--- config.mk ---
export PLATFORM = sky130hd
export DESIGN_NAME = button_conditioner
export DESIGN_NICKNAME = d
export VERILOG_FILES = /design/src/rtl/btn_pkg.sv /design/src/rtl/debounce_cell.sv /design/src/rtl/button_conditioner.sv
export SDC_FILE = /design/constraint.sdc
export NUM_CORES = 1
export LEC_CHECK = 0
export BUFFER_PORTS_ARGS = -buffer_cell sky130_fd_sc_hd__buf_2
export CORE_ASPECT_RATIO = 0.6
export CORE_MARGIN = 2
export CORE_UTILIZATION = 40
export CTS_BUF_LIST = sky130_fd_sc_hd__clkbuf_8
export DETAILED_ROUTE_END_ITERATION = 7
export SETUP_SLACK_MARGIN = 0.15
export SLEW_MARGIN = 20
export SYNTH_ARGS = -nofsm -noshare
export SYNTH_HDL_FRONTEND = slang
export SYNTH_SLANG_ARGS = --single-unit
export TNS_END_PERCENT = 50
--- constraint.sdc ---
create_clock -name clk -period 29.5 [get_ports clk]
set_input_delay 5.9 -clock clk [delete_from_list [all_inputs] [get_ports clk]]
set_output_delay 5.9 -clock clk [all_outputs]
set_load 0.1 [all_outputs]
--- src/rtl/btn_pkg.sv ---
// Shared constants for the button conditioner: channel counts and nav channel indices.
// Nav channels follow the note keys in the flat per-channel vectors used by the top.
package btn_pkg;

    localparam int NUM_KEYS = 8;
    localparam int NUM_NAV  = 3;
    localparam int NUM_CH   = NUM_KEYS + NUM_NAV;

    localparam int NAV_UP     = 0;
    localparam int NAV_CENTER = 1;
    localparam int NAV_DOWN   = 2;

    typedef logic [NUM_NAV-1:0]  nav_vec_t;
    typedef logic [NUM_KEYS-1:0] key_vec_t;

    function automatic int max2(input int a, input int b);
        return (a > b) ? a : b;
    endfunction

endpackage

--- src/rtl/debounce_cell.sv ---
// One debounced channel: 2-flop synchroniser, hold counter, accepted level and a
// registered rise pulse that appears in the cycle after the level goes 0->1.
module debounce_cell #(
    parameter int DB_CYCLES = 2_000_000
) (
    input  logic clk,
    input  logic rst,
    input  logic raw,
    output logic level,
    output logic level_nxt,
    output logic rise
);

    localparam int CW = $clog2(DB_CYCLES + 1);
    localparam logic [CW-1:0] LAST = CW'(DB_CYCLES - 1);

    logic          s1;
    logic          s2;
    logic [CW-1:0] cnt;
    logic          level_q;

    // The next level is exposed so the top can register derived flags in step with it.
    always_comb begin
        level_nxt = level;
        if (s2 != level && cnt == LAST)
            level_nxt = s2;
    end

    always_ff @(posedge clk or posedge rst) begin
        if (rst) begin
            s1      <= 1'b0;
            s2      <= 1'b0;
            cnt     <= '0;
            level   <= 1'b0;
            level_q <= 1'b0;
            rise    <= 1'b0;
        end else begin
            s1 <= raw;
            s2 <= s1;
            if (s2 == level || cnt == LAST)
                cnt <= '0;
            else
                cnt <= cnt + CW'(1);
            level   <= level_nxt;
            level_q <= level;
            rise    <= level & ~level_q;
        end
    end

endmodule

--- src/rtl/button_conditioner.sv ---
// Debounces 8 note keys and 3 nav buttons; emits key levels, press pulses and nav pulses.
// Build with NAV_AUTOREPEAT_EN defined to add hold-to-repeat on the nav pulses.
module button_conditioner
    import btn_pkg::*;
#(
    parameter int DB_CYCLES     = 2_000_000,
    parameter int REPEAT_DELAY  = 50_000_000,
    parameter int REPEAT_PERIOD = 20_000_000
) (
    input  logic       clk,
    input  logic       rst,
    input  logic [7:0] keys_raw,
    input  logic       btn_up_raw,
    input  logic       btn_center_raw,
    input  logic       btn_down_raw,
    output logic [7:0] keys,
    output logic [7:0] keys_press,
    output logic       any_key,
    output logic       up_pulse,
    output logic       center_pulse,
    output logic       down_pulse
);

    logic [NUM_CH-1:0] raw;
    logic [NUM_CH-1:0] level;
    logic [NUM_CH-1:0] level_nxt;
    logic [NUM_CH-1:0] rise;
    nav_vec_t          nav_level;
    nav_vec_t          nav_pulse;

    assign raw[NUM_KEYS-1:0]       = keys_raw;
    assign raw[NUM_KEYS+NAV_UP]     = btn_up_raw;
    assign raw[NUM_KEYS+NAV_CENTER] = btn_center_raw;
    assign raw[NUM_KEYS+NAV_DOWN]   = btn_down_raw;

    for (genvar i = 0; i < NUM_CH; i++) begin : g_ch
        debounce_cell #(
            .DB_CYCLES(DB_CYCLES)
        ) u_cell (
            .clk       (clk),
            .rst       (rst),
            .raw       (raw[i]),
            .level     (level[i]),
            .level_nxt (level_nxt[i]),
            .rise      (rise[i])
        );
    end

    assign keys       = level[NUM_KEYS-1:0];
    assign keys_press = rise[NUM_KEYS-1:0];
    assign nav_level  = level[NUM_KEYS +: NUM_NAV];

    // Registered from the next levels so any_key changes in the same cycle as keys.
    always_ff @(posedge clk or posedge rst) begin
        if (rst)
            any_key <= 1'b0;
        else
            any_key <= |level_nxt[NUM_KEYS-1:0];
    end

`ifdef NAV_AUTOREPEAT_EN
    localparam int HW = $clog2(max2(REPEAT_DELAY, REPEAT_PERIOD) + 1);

    logic [NUM_NAV-1:0][HW-1:0] hold;
    nav_vec_t                   rep_mode;
    nav_vec_t                   rep;

    // hold counts cycles of a held nav level; first target is the delay, then the period.
    always_ff @(posedge clk or posedge rst) begin
        if (rst) begin
            hold     <= '0;
            rep_mode <= '0;
            rep      <= '0;
        end else begin
            for (int j = 0; j < NUM_NAV; j++) begin
                rep[j] <= 1'b0;
                if (!nav_level[j]) begin
                    hold[j]     <= '0;
                    rep_mode[j] <= 1'b0;
                end else if (!rep_mode[j] && hold[j] == HW'(REPEAT_DELAY)) begin
                    rep[j]      <= 1'b1;
                    rep_mode[j] <= 1'b1;
                    hold[j]     <= HW'(1);
                end else if (rep_mode[j] && hold[j] == HW'(REPEAT_PERIOD)) begin
                    rep[j]  <= 1'b1;
                    hold[j] <= HW'(1);
                end else begin
                    hold[j] <= hold[j] + HW'(1);
                end
            end
        end
    end

    assign nav_pulse = rise[NUM_KEYS +: NUM_NAV] | rep;
`else
    assign nav_pulse = rise[NUM_KEYS +: NUM_NAV];
`endif

    assign up_pulse     = nav_pulse[NAV_UP];
    assign center_pulse = nav_pulse[NAV_CENTER];
    assign down_pulse   = nav_pulse[NAV_DOWN];

endmodule
==> metrics.yaml <==
global_routing:
  gr-total-overflow: 0
  grt_pass1_vias: 8174
  grt_use_total: 0.1465
  grt_max_degree: 164
  grt_pass1_wl_um: 40170
  antenna_found_initial: 1
drt:
  routed_wl_um: 22980
  wl_per_cell_um: 13.36
  viasPerCell: 4.849
  ant_nets: 0
  vias: 8340
  drc: 0
  drt_iter0_drc: 472
  drtPass1Iterations: 5
clock_network:
  cts_buffers: 45
  cts_resized: 0
  holdBufCountCts: 0
  cts_tree: "built"
  clk_path_buf_depth: 3
  clkTransAtPathRegs_ns: 0.07
  cts_sinks: 287
  insertion_delay_ns: 0.59
  h-tree-depth: 2
  cts_setup_buffers: 0
  root_buffer: "clkbuf_8"
placed_design:
  placed_cells: 1642
  dp_hpwl_um: 14580
  io_buffers: 32
  place.gp.congestion: 0.7666
synthesis:
  synth_seq_cells: 287
  syn_inst: 1233
  ys_types: 35
  synth_edf_count: 0
  synth-compound-area-share: 0.01020
  synth-xor-area-share: 0.1422
  synthMuxAreaShare: 0.01001
  synth_ff_type: "dfrtp_1"
  syn_area_per_cell_um2: 10.34
  synth_simple_gate_area_frac: 0.2408
  synthArstFlopShare: 1.000
  synth.net_count: 1257
  netlist_area_um2: 12750
  synth-adder-area-share: 0.01079
  yosysSeqAreaShare: 0.5631
  synth_top_family_by_area: "simple AND/OR/NAND/NOR gates"
  yosys_warnings: 0
critical_path:
  startpoint_type: "register"
  path_cells: "buf_2"
  cp_data_arrival_time_ns: 1.45
  critical_path_class: "register to primary output"
  endpoint: "keys[2]"
  path_buf_inv: 1
  reg2reg_depth: 5
  ff2ff_setup_slack_ns: 26.82
  reg2reg_from: "g_ch[6].u_cell.cnt[16]"
  critPathMaxFanout: 5
  cp_slowest_cell: "buf_2"
  timing.rr.end: "any_key"
  cp_top_family: "buffers and inverters"
  cp-startpoint: "g_ch[2].u_cell.level"
  crit_required_ns: 23.60
  cp-end-kind: "primary output"
  crit_cells: 1
  crit_path_max_incr_delay_ns: 0.45
power_and_ir_drop:
  peakVddDrop_mv: 0.02669
  p_per_area_nw_per_um2: 54.88
  p_leak_nw: 6.289
cells_and_area:
  fin_cells: 1720
  fillers: 2928
  synthToLayoutAreaGrowth_pct: 11.34
  insertedDiodeCount: 0
  drive_above_1_share: 0.09739
  nets: 1297
timing:
  timing.hold.ws_ns: 0.3467
  fmax_mhz: 136.1
  tightest_slew_ns: 0.8506
  clock-skew-final_ns: 0.04055
  min_period_ns: 7.348
  setup_violations: 0
  finalCritPeriodShare: 0.2491
  rsz0062_at_grt: "false"
  relSlewSlack: 0.4329
  slew_violations: 0
  setup-tns-final_ns: 0
  finalHoldViolations: 0
die:
  ios: 33
  initial_core_util: 0.4077
  die_w_um: 234.5
  die-area_um2: 33370
  fp.dieH_um: 142.3
  core_area_um2: 31280
  rows: 50
outcome:
  status: "completed"
hold_path:
  hp-start: "g_ch[1].u_cell.s1"
  hp-class: "register to register"
flow_run:
  maxCapViolCount: 0
## where the power goes
group	internal (mW)	leakage (nW)	switching (mW)
Clock	0.196	0.522	0.159
Combinational	0.00509	1.84	0.0156
Sequential	0.399	3.93	0.00484
Total	0.600	6.29	0.180
## cell families (layout without fill, tap and decap cells)
kind of cell / after synthesis / after routing
DFF: 287 / 287
buffers and inverters: 62 / 133
xor gates and xnor gates: 207 / 207
muxes: 11 / 11
adders and majority gates: 11 / 11
and+or+nand+nor: 629 / 629
AOI/OAI and AO/OA: 26 / 26
## cells in the mapped netlist, types with 2 or more instances
cell type  number  share of area
a21oi_1        13         0.0051
and3_1         22          0.011
and3_2          2         0.0012
and4_1         20          0.014
buf_4          16         0.0094
clkbuf_1       24         0.0071
dfrtp_1       287           0.56
ha_1           11          0.011
inv_1          22         0.0065
mux2_2          9         0.0079
nand2_1        78          0.023
nand2b_1        4         0.0020
nand3_1        88          0.035
nand3b_1        3         0.0018
nand4_1        57          0.028
nor2_1        259          0.076
nor2b_1        14         0.0069
nor3_1         24         0.0094
nor3b_1         2         0.0012
nor4_1         13         0.0064
nor4b_1        10         0.0069
o21ai_0        13         0.0051
or2_2           7         0.0034
or3_1          15         0.0074
or4_1           3         0.0018
or4_4           2         0.0018
or4b_1          2         0.0016
xnor2_1        74          0.051
xor2_1        133          0.091
## final cells by class
| class | count | area, um2 | share of cell area |
|---|---|---|---|
| clock buffers | 55 | 757.0 | 0.05331 |
| clock inverters | 23 | 191.4 | 0.01348 |
| inverters | 22 | 90.09 | 0.006344 |
| multi-input cells | 884 | 5279 | 0.3717 |
| flip-flops and latches | 287 | 7182 | 0.5058 |
| well taps | 416 | 520.5 | 0.03666 |
| repair buffers | 33 | 180.2 | 0.01269 |
## routing by layer
| layer | up-vias | share of wire | track usage | wire, um |
|---|---|---|---|---|
| li1 | 4219 | - | - | - |
| met5 | - | 0 | 0 | 0 |
| met3 | 45 | 0.048 | 0.03526 | 1110 |
| met2 | 125 | 0.38 | 0.1955 | 8809 |
| met1 | 3951 | 0.54 | 0.2280 | 12510 |
| met4 | 0 | 0.024 | 0.05098 | 549 |
## per-stage QoR
stage	utilization	setup WS, ns	cell area (um2)	total power [mW]
global route	0.4540	22.06	14200	0.8175
CTS	0.4540	22.09	14200	0.7954
detailed placement	0.4236	21.93	13250	0.4326
floorplan	-	15.68	12750	0.4260
finish	0.4540	22.15	14200	0.7792
global placement	0.4236	21.93	13250	0.4325
## placed cells by master (no fill, tap or decap), types with 2 or more instances in the layout
cell,synthesis,final
or4b_1,2,2
inv_8,0,2
nor3_1,24,24
nor2b_1,14,14
nor3b_1,2,2
and4_1,20,20
nand2b_1,4,4
or2_2,7,7
ha_1,11,11
and3_2,2,2
or3_1,15,15
clkbuf_8,0,55
xor2_1,133,133
mux2_2,9,9
nand4_1,57,57
inv_1,22,29
nand3b_1,3,3
buf_2,0,32
nor2_1,259,259
and3_1,22,22
o21ai_0,13,13
a21oi_1,13,13
xnor2_1,74,74
nand3_1,88,88
nor4_1,13,13
bufinv_16,0,3
nand2_1,78,78
clkinv_2,0,9
nor4b_1,10,10
dfrtp_1,287,287
or4_1,3,3
clkinvlp_4,0,2
or4_4,2,2
## worst min path at each step
stage	to	slack (ns)	cells after the start
after floorplan	g_ch[0].u_cell.s2	0.33	0
after global placement	g_ch[0].u_cell.s2	0.33	0
after detailed placement	g_ch[1].u_cell.s2	0.33	0
after CTS	g_ch[1].u_cell.s2	0.35	0
after global routing	g_ch[1].u_cell.s2	0.36	0
final	g_ch[1].u_cell.s2	0.35	0
## sequential cells by signal, summed over array words and instances (netlist names)
signal and flops:
any_key 1, g_ch.u_cell.level_q 11, g_ch.u_cell.cnt 231, g_ch.u_cell.s2 11, g_ch.u_cell.rise 11, g_ch.u_cell.s1 11, g_ch.u_cell.level 11
No activity file was read; power rests on OpenSTA's default activity.
